$ cat config.mk
export PLATFORM = sky130hd
export DESIGN_NAME = scramble_sequencer_flat
export DESIGN_NICKNAME = d
export VERILOG_FILES = /design/src/rtl/scramble_pkg.sv /design/src/rtl/scramble_sequencer_if.sv /design/src/rtl/scramble_sequencer_gap_timer.sv /design/src/rtl/scramble_sequencer.sv /design/src/flat_wrapper.sv
export SDC_FILE = /design/constraint.sdc
export NUM_CORES = 1
export LEC_CHECK = 0
export ABC_AREA = 1
export CORE_MARGIN = 2
export CORE_UTILIZATION = 46
export DETAILED_ROUTE_END_ITERATION = 16
export PLACE_DENSITY = 0.77
export SLEW_MARGIN = 20
export SYNTH_ARGS = -nofsm -noshare
export SYNTH_HDL_FRONTEND = slang
export SYNTH_SLANG_ARGS = --single-unit
export TNS_END_PERCENT = 10
$ cat constraint.sdc
create_clock -name clk -period 1.4 [get_ports clk]
set_clock_uncertainty 0.1 [all_clocks]
set_input_delay 0.35 -clock clk [delete_from_list [all_inputs] [get_ports clk]]
set_output_delay 0.35 -clock clk [all_outputs]
set_load 0.005 [all_outputs]
$ cat src/rtl/scramble_pkg.sv
// Shared types and helpers for the scramble sequencer: FSM state encoding,
// counter width and the line-index to one-hot decoder.
package scramble_pkg;

  localparam int MOVE_W = 8;

  typedef enum logic [2:0] {
    IDLE  = 3'd0,
    SETUP = 3'd1,
    FIRE  = 3'd2,
    GAP   = 3'd3,
    DONE  = 3'd4
  } state_t;

  function automatic logic [3:0] line_onehot(input logic [1:0] idx);
    return 4'b0001 << idx;
  endfunction

endpackage

$ cat src/rtl/scramble_sequencer_if.sv
// Player/random-source inputs and grid-control outputs of the scramble sequencer.
// The slave modport is the sequencer itself; master is whoever drives it.
interface scramble_sequencer_if;
  logic       scramble_req;
  logic [2:0] random_num;
  logic       user_fire;
  logic       user_nRow;
  logic [3:0] user_row_column;
  logic       user_error;
  logic       fire;
  logic       x_nRow;
  logic [3:0] row_column;
  logic       busy;
  logic       done;

  modport master (
    output scramble_req, random_num, user_fire, user_nRow, user_row_column, user_error,
    input  fire, x_nRow, row_column, busy, done
  );

  modport slave (
    input  scramble_req, random_num, user_fire, user_nRow, user_row_column, user_error,
    output fire, x_nRow, row_column, busy, done
  );
endinterface

$ cat src/rtl/scramble_sequencer_gap_timer.sv
// Load/countdown/expire timer; expired is high on the last counted cycle so a
// load of N gives exactly N enabled cycles before the owner moves on.
module gap_timer
  import scramble_pkg::*;
(
  input  logic              clk,
  input  logic              rst,
  input  logic              load,
  input  logic              en,
  input  logic [MOVE_W-1:0] load_val,
  output logic              expired
);

  logic [MOVE_W-1:0] count;

  // NOTE: sequential state uses non-blocking assignments so every register
  // samples pre-edge values; reset is synchronous and active-low.
  always_ff @(posedge clk) begin
    if (!rst) begin
      count <= '0;
    end else if (load) begin
      count <= load_val;
    end else if (en && count != '0) begin
      count <= count - 1'b1;
    end
  end

  assign expired = (count <= MOVE_W'(1));

endmodule

$ cat src/rtl/scramble_sequencer.sv
// Grid controller: passes the player's selection/fire through in user mode and
// runs NUM_MOVES pseudo-random fires on request. Define SCRAMBLE_NO_REPEAT_EN to
// make SETUP reject a move identical to the previous scramble move.
module scramble_sequencer
  import scramble_pkg::*;
#(
  parameter int unsigned NUM_MOVES  = 16,
  parameter int unsigned GAP_CYCLES = 15
) (
  input logic                 clk,
  input logic                 rst,
  scramble_sequencer_if.slave bus
);

  state_t            state;
  logic              fire_q;
  logic              nrow_q;
  logic [3:0]        line_q;
  logic              busy_q;
  logic              done_q;
  logic [MOVE_W-1:0] move_cnt;
  logic              timer_load;
  logic              timer_en;
  logic              timer_expired;
  logic [3:0]        sample_line;

`ifdef SCRAMBLE_NO_REPEAT_EN
  logic [4:0] prev_move;
  logic       prev_valid;
`endif

  assign sample_line = line_onehot(bus.random_num[1:0]);
  assign timer_load  = (state == FIRE) && (move_cnt != MOVE_W'(1));
  assign timer_en    = (state == GAP);

  gap_timer u_gap_timer (
    .clk      (clk),
    .rst      (rst),
    .load     (timer_load),
    .en       (timer_en),
    .load_val (MOVE_W'(GAP_CYCLES)),
    .expired  (timer_expired)
  );

  // The random select is registered on entry to SETUP, so it is already on the
  // grid for the whole SETUP cycle and never changes together with fire.
  always_ff @(posedge clk) begin
    if (!rst) begin
      state    <= IDLE;
      fire_q   <= 1'b0;
      nrow_q   <= 1'b0;
      line_q   <= 4'b0000;
      busy_q   <= 1'b0;
      done_q   <= 1'b0;
      move_cnt <= '0;
`ifdef SCRAMBLE_NO_REPEAT_EN
      prev_move  <= '0;
      prev_valid <= 1'b0;
`endif
    end else begin
      fire_q <= 1'b0;
      done_q <= 1'b0;
      case (state)
        IDLE: begin
          if (bus.scramble_req) begin
            busy_q   <= 1'b1;
            move_cnt <= MOVE_W'(NUM_MOVES);
`ifdef SCRAMBLE_NO_REPEAT_EN
            prev_valid <= 1'b0;
`endif
            if (NUM_MOVES == 0) begin
              state  <= DONE;
              done_q <= 1'b1;
              line_q <= 4'b0000;
            end else begin
              state  <= SETUP;
              nrow_q <= bus.random_num[2];
              line_q <= sample_line;
            end
          end else begin
            nrow_q <= bus.user_nRow;
            line_q <= bus.user_row_column;
            fire_q <= bus.user_fire & ~bus.user_error;
          end
        end

        SETUP: begin
`ifdef SCRAMBLE_NO_REPEAT_EN
          if (prev_valid && prev_move == {nrow_q, line_q}) begin
            nrow_q <= bus.random_num[2];
            line_q <= sample_line;
          end else begin
            state      <= FIRE;
            fire_q     <= 1'b1;
            prev_move  <= {nrow_q, line_q};
            prev_valid <= 1'b1;
          end
`else
          state  <= FIRE;
          fire_q <= 1'b1;
`endif
        end

        FIRE: begin
          move_cnt <= move_cnt - 1'b1;
          if (move_cnt == MOVE_W'(1)) begin
            state  <= DONE;
            done_q <= 1'b1;
            line_q <= 4'b0000;
          end else begin
            state <= GAP;
          end
        end

        GAP: begin
          if (timer_expired) begin
            state  <= SETUP;
            nrow_q <= bus.random_num[2];
            line_q <= sample_line;
          end
        end

        DONE: begin
          state  <= IDLE;
          busy_q <= 1'b0;
        end

        default: state <= IDLE;
      endcase
    end
  end

  assign bus.fire       = fire_q;
  assign bus.x_nRow     = nrow_q;
  assign bus.row_column = line_q;
  assign bus.busy       = busy_q;
  assign bus.done       = done_q;

endmodule
$ cat src/flat_wrapper.sv
// flat-port wrapper written by rule: the top's interface ports become plain ports
module scramble_sequencer_flat import scramble_pkg::*;
#(
  parameter int unsigned NUM_MOVES  = 16,
  parameter int unsigned GAP_CYCLES = 15
)
  (clk, rst, bus_scramble_req, bus_random_num, bus_user_fire, bus_user_nRow, bus_user_row_column, bus_user_error, bus_fire, bus_x_nRow, bus_row_column, bus_busy, bus_done);
  scramble_sequencer_if bus_i ();
  input logic clk;
  input logic rst;
  input wire logic [$bits(bus_i.scramble_req)-1:0] bus_scramble_req;
  input wire logic [$bits(bus_i.random_num)-1:0] bus_random_num;
  input wire logic [$bits(bus_i.user_fire)-1:0] bus_user_fire;
  input wire logic [$bits(bus_i.user_nRow)-1:0] bus_user_nRow;
  input wire logic [$bits(bus_i.user_row_column)-1:0] bus_user_row_column;
  input wire logic [$bits(bus_i.user_error)-1:0] bus_user_error;
  output wire logic [$bits(bus_i.fire)-1:0] bus_fire;
  output wire logic [$bits(bus_i.x_nRow)-1:0] bus_x_nRow;
  output wire logic [$bits(bus_i.row_column)-1:0] bus_row_column;
  output wire logic [$bits(bus_i.busy)-1:0] bus_busy;
  output wire logic [$bits(bus_i.done)-1:0] bus_done;
  assign bus_i.scramble_req = bus_scramble_req;
  assign bus_i.random_num = bus_random_num;
  assign bus_i.user_fire = bus_user_fire;
  assign bus_i.user_nRow = bus_user_nRow;
  assign bus_i.user_row_column = bus_user_row_column;
  assign bus_i.user_error = bus_user_error;
  assign bus_fire = bus_i.fire;
  assign bus_x_nRow = bus_i.x_nRow;
  assign bus_row_column = bus_i.row_column;
  assign bus_busy = bus_i.busy;
  assign bus_done = bus_i.done;
  scramble_sequencer #(.NUM_MOVES(NUM_MOVES), .GAP_CYCLES(GAP_CYCLES)) u_core (.clk(clk), .rst(rst), .bus(bus_i));
endmodule
# Yosys cells after proc, flatten, opt, wreduce, memory -nomap -nowiden
# Cells that the tools add are included.
# totals
out_inout_bits	8
input_bits	13
register_bits	27
# op_classes
bitwise_logic	3
shifts	1
n_reduce_logical	16
n_mux	20
add_sub_neg	2
magnitude_cmp	1
n_eq_ne	9
# op_table
op	count
$mux 4	5
$pmux 8 s2	1
$sub 8x1->8 const B	2
$pmux 3 s4	1
$pmux 4 s3	1
$reduce_and 2->1	5
$mux 3	3
$eq 8x1->1 const B	1
$le 8x1->1 const B	1
$mux 8	1
$ne 8x1->1 const B	1
$reduce_bool 2->1	4
$reduce_bool 8->1	1
$eq 3x2->1 const B	2
$pmux 1 s2	3
$mux 1	5
$ne 2x2->1 const B	2
$shl 1x2->4 const A	1
$eq 3x1->1 const B	1
$eq 3x3->1 const B	1
$logic_not 3->1	1
$reduce_and 3->1	1
$reduce_bool 3->1	1
$logic_and 1x1->1	2
4 further kinds	5

# Longest topological paths before layout
# depth
depth_word	4
ltp_mapped	10
mapped_depth_nobuf	10

# Cells and area by module
# From an unflattened synthesis, not the netlist that was laid out.
# unflattened
hier_cells	266
area_unflattened_um2	1726.7
# modules_own_cells
module	cells_per_inst	n_inst	area_per_inst_um2
scramble_sequencer	172	1	1103.6
gap_timer	94	1	623.1

# Worst setup path after synthesis
# Ideal clock, no wire load.
# synth_path
path_kind	register to register
from	register u_core.u_gap_timer.count[0]
to	register u_core.line_q[0], in the netlist u_core.bus.row_column[0]
stages_incl_launch_ff	10
slack_ns	-0.058
t_required_ns	1.186
arrival_time_ns	1.244
synth_period_minus_slack_ns	1.458
setup_time_ns	0.114
n_path_buf	0
cell_sequence	dfxtp_1 -> inv_1 -> ha_1 -> nor2_1 -> nor2_1 -> nand2_1 -> nand2_1 -> nand3_4 -> nor2_1 -> nor2_2
# synth_between
elab_chain_cells	3
# synth_rtl
item	line_no	source
from (decl)	scramble_sequencer_gap_timer.sv:14	logic [MOVE_W-1:0] count;
from (signal assigned)	scramble_sequencer_gap_timer.sv:22	count <= load_val;
from (signal assigned)	scramble_sequencer_gap_timer.sv:24	count <= count - 1'b1;
$le 8x1->1	scramble_sequencer_gap_timer.sv:28	assign expired = (count <= MOVE_W'(1));
$ne 2x1->1 (no line)	--	
$reduce_and 3->1 (no line)	--	
to (signal assigned)	scramble_sequencer.sv:78	line_q <= sample_line;
to (signal assigned)	scramble_sequencer.sv:82	line_q <= bus.user_row_column;
to (signal assigned)	scramble_sequencer.sv:119	line_q <= sample_line;
to (decl)	scramble_sequencer.sv:18	logic [3:0] line_q;
# Every way passes these cells.
# A chain may end at the register's enable or synchronous reset.

# Worst setup path after layout
# layout_path
from	register u_core.move_cnt[1]
to	register u_core.u_gap_timer.count[0]
# layout_between
elab_chain_cells	3
elab_cells_between_ends	4
# layout_rtl
item	line_no	source
from (decl)	scramble_sequencer.sv:21	logic [MOVE_W-1:0] move_cnt;
from (signal assigned)	scramble_sequencer.sv:67	move_cnt <= MOVE_W'(NUM_MOVES);
from (signal assigned)	scramble_sequencer.sv:105	move_cnt <= move_cnt - 1'b1;
$ne 8x1->1 *	scramble_sequencer.sv:33	assign timer_load = (state == FIRE) && (move_cnt != MOVE_W'(1));
$logic_and 1x1->1 *	scramble_sequencer.sv:33	
$mux 4 / $reduce_bool 2->1 (equally long branches)	--	
# Mark *: on every way between the ends. The rest lies on a longest branch, timed or not.

==> flow_summary.yaml <==
critical_path:
  required_ns: 1.55
  arrival_ns: 1.65
  critical-path-top-delay-family: "compound AO/OA/AOI/OAI gates"
  worstPathMaxFanout: 7
  end_kind: "flop"
  critPathKind: "reg -> reg"
  path_cells: "inv_2, ha_4, nand2_4, o21ai_4, buf_4, nand3_1, a21oi_1"
  start_kind: "flop"
  crit_buf_inv: 2
  crit_path_max_incr_delay_ns: 0.36
  critPathSlowestCell: "dfxtp_2"
place:
  post-dp-hpwl_um: 2522
  place_congestion: 0.8503
  portBuffers: 20
clock_network:
  cts.sinks: 27
  insertion_delay_ns: 0.33
  htree_levels: 1
  postCtsHoldBufs: 0
  clk_pin_slew_ns: 0.14
  root_buffer: "clkbuf_4"
  cts_buffer_depth: 2
  cts_tree: "built"
  cts_made_buffers: 3
detailed_routing:
  drt-initial-drc-count: 88
  routed_wirelength_um: 3634
  via_count: 1602
  drcViolationCount: 0
  antenna_left: 0
  vias_per_cell: 4.914
  drt-wirelength-per-cell_um: 11.15
  drt-pass1-iter-count: 4
floorplan:
  core_um2: 3103
  die-area_um2: 3801
  die_w_um: 61.65
  fp-row-count: 20
  start_util_pct: 49.27
  ioPinCount: 21
  dieHeight_um: 61.65
pwr:
  max-vdd-ir-drop_mv: 0.8455
  finalPower_uw: 3676
  powerDensity_nw_per_um2: 1719
  p_leak_uw: 0.0009860
global_route:
  antenna_found_initial: 0
  grt_pass1_wl_um: 5733
  grt_max_degree: 16
  grt_usage_pct: 19.87
  grt_overflow: 0
  first_global_vias: 1442
synthesis:
  ys_types: 30
  yosys_warnings: 0
  synth_fp_nets: 249
  avgSynthCellArea_um2: 6.619
  synth-edff-count: 0
  synthArstFlopShare_pct: 0
  yosys_most_used_dff: "dfxtp_1"
  synth_cells: 231
  seq_area_frac_synth_pct: 35.35
  netlist_area_um2: 1529
  ys_ff_latch: 27
final_layout:
  nets: 301
  synthToLayoutAreaGrowth_pct: 39.85
  final_core_util_pct: 68.91
  drive_gt1_share_pct: 28.72
  final_cell_mix: "55 x nand2_1, 28 x buf_4, 25 x nor2_1"
  final_common_cell: "nand2_1"
  antenna_cells: 0
hold_path:
  hold_class: "reg -> reg"
timing:
  layout_setup_ws_ns: -0.09802
  final-hold-violation-count: 0
  max_slew_margin_pct: 71.47
  post-route-period-util_pct: 107.0
  setup_viol: 9
  period_minus_slack_ns: 1.498
  drv_slew: 0
  fmax_ghz: 0.6675
  rsz0062_at_grt: "yes"
  tightest_slew_ns: 0.4274
flow_run:
  drv_cap: 0
status:
  status: "complete, but fails checks"
  violations: "negative setup slack"
==> stage by stage <==
step                      setup WS, ns  area (um^2)  hold WS, ns  TNS (ns)  cells
after global placement         -0.3038         1973       0.3560    -3.727    319
final                         -0.09802         2138       0.3806   -0.4021    326
after global routing           -0.1881         2138       0.4150    -1.811    326
after CTS                      -0.2323         2014       0.3819   -0.6289    323
after floorplan               0.003408         1531       0.3453         0    231
after detailed placement       -0.3479         1973       0.3638    -4.241    319
==> state kept, by name (all words and copies together), names as in the netlist <==
signal,count
u_core.move_cnt,8
u_core.u_gap_timer.count,8
u_core.state,3
u_core.bus.fire,1
u_core.bus.busy,1
u_core.bus.done,1
u_core.bus.row_column,4
u_core.bus.x_nRow,1
==> synthesized netlist by cell type (2+ instances only) <==
master,n,area (um^2)
inv_2,4,15.01
nor3_1,3,15.01
nand4_1,2,12.51
xor2_1,4,35.03
nand2_1,59,221.5
o21ai_0,16,80.08
inv_1,26,97.59
nand2_2,4,25.02
ha_1,5,62.56
nor2_1,28,105.1
nand3_1,14,70.07
a21oi_1,15,75.07
dfxtp_1,27,540.5
nor2_2,6,37.54
o21ai_1,2,10.01
a211oi_1,2,15.01
==> layer usage <==
metal | part of all wire [%] | up-vias | track usage (%)
met5 | 0 | - | 0
li1 | - | 843 | -
met4 | 0.96 | 0 | 6.687
met2 | 51 | 35 | 34.44
met3 | 3.9 | 4 | 4.622
met1 | 44 | 720 | 24.08
==> final timing paths <==
kind | startpoint | endpoint | slack [ns] | depth (start not counted)
hold reg to reg | u_core.bus.busy | u_core.bus.busy | 0.38 | 2
setup / recovery | u_core.move_cnt[1] | u_core.u_gap_timer.count[0] | -0.1 | 7
hold / removal | u_core.bus.busy | u_core.bus.busy | 0.38 | 2
setup reg to reg | u_core.move_cnt[1] | u_core.u_gap_timer.count[0] | -0.1 | 7
==> tightest hold or removal path, stage by stage (launching register included) <==
cell and delay, ns:
dfxtp_2 0.35, o31ai_1 0.06, a21oi_1 0.05
==> final cells by class <==
cell class,count,area [um^2]
flip-flops and latches,27,560.5
inverters,32,125.1
clock inverters,1,5.005
repair buffers,49,421.7
multi-input cells,170,948.4
fillers,275,964.7
clock buffers,3,22.52
well taps,44,55.05
==> cell families (layout without fill, tap and decap cells) <==
family                     after synthesis  count (layout)  share of synthesized area [%]
and+or+nand+nor                        123             123                          35.84
AOI/OAI and AO/OA                       38              38                          13.83
xor gates and xnor gates                 4               4                          2.291
buffers and inverters                   34              85                          8.591
adders and majority gates                5               5                          4.092
DFF                                     27              27                          35.35
==> report_power, final <==
part	total [uW]	internal (uW)	switching, uW	leakage (uW)
Clock	348	107	241	0.0000177
Sequential	1170	998	167	0.000226
Combinational	2160	1000	1160	0.000743
Total	3680	2110	1570	0.000986
==> what timing repair did <==
item	CTS	global route
setup buffers	0	3
gates cloned	0	0
gates resized for setup	19	35
pin swaps	1	7
setup endpoints to repair	24	28
No activity file was read; power rests on OpenSTA's default activity.
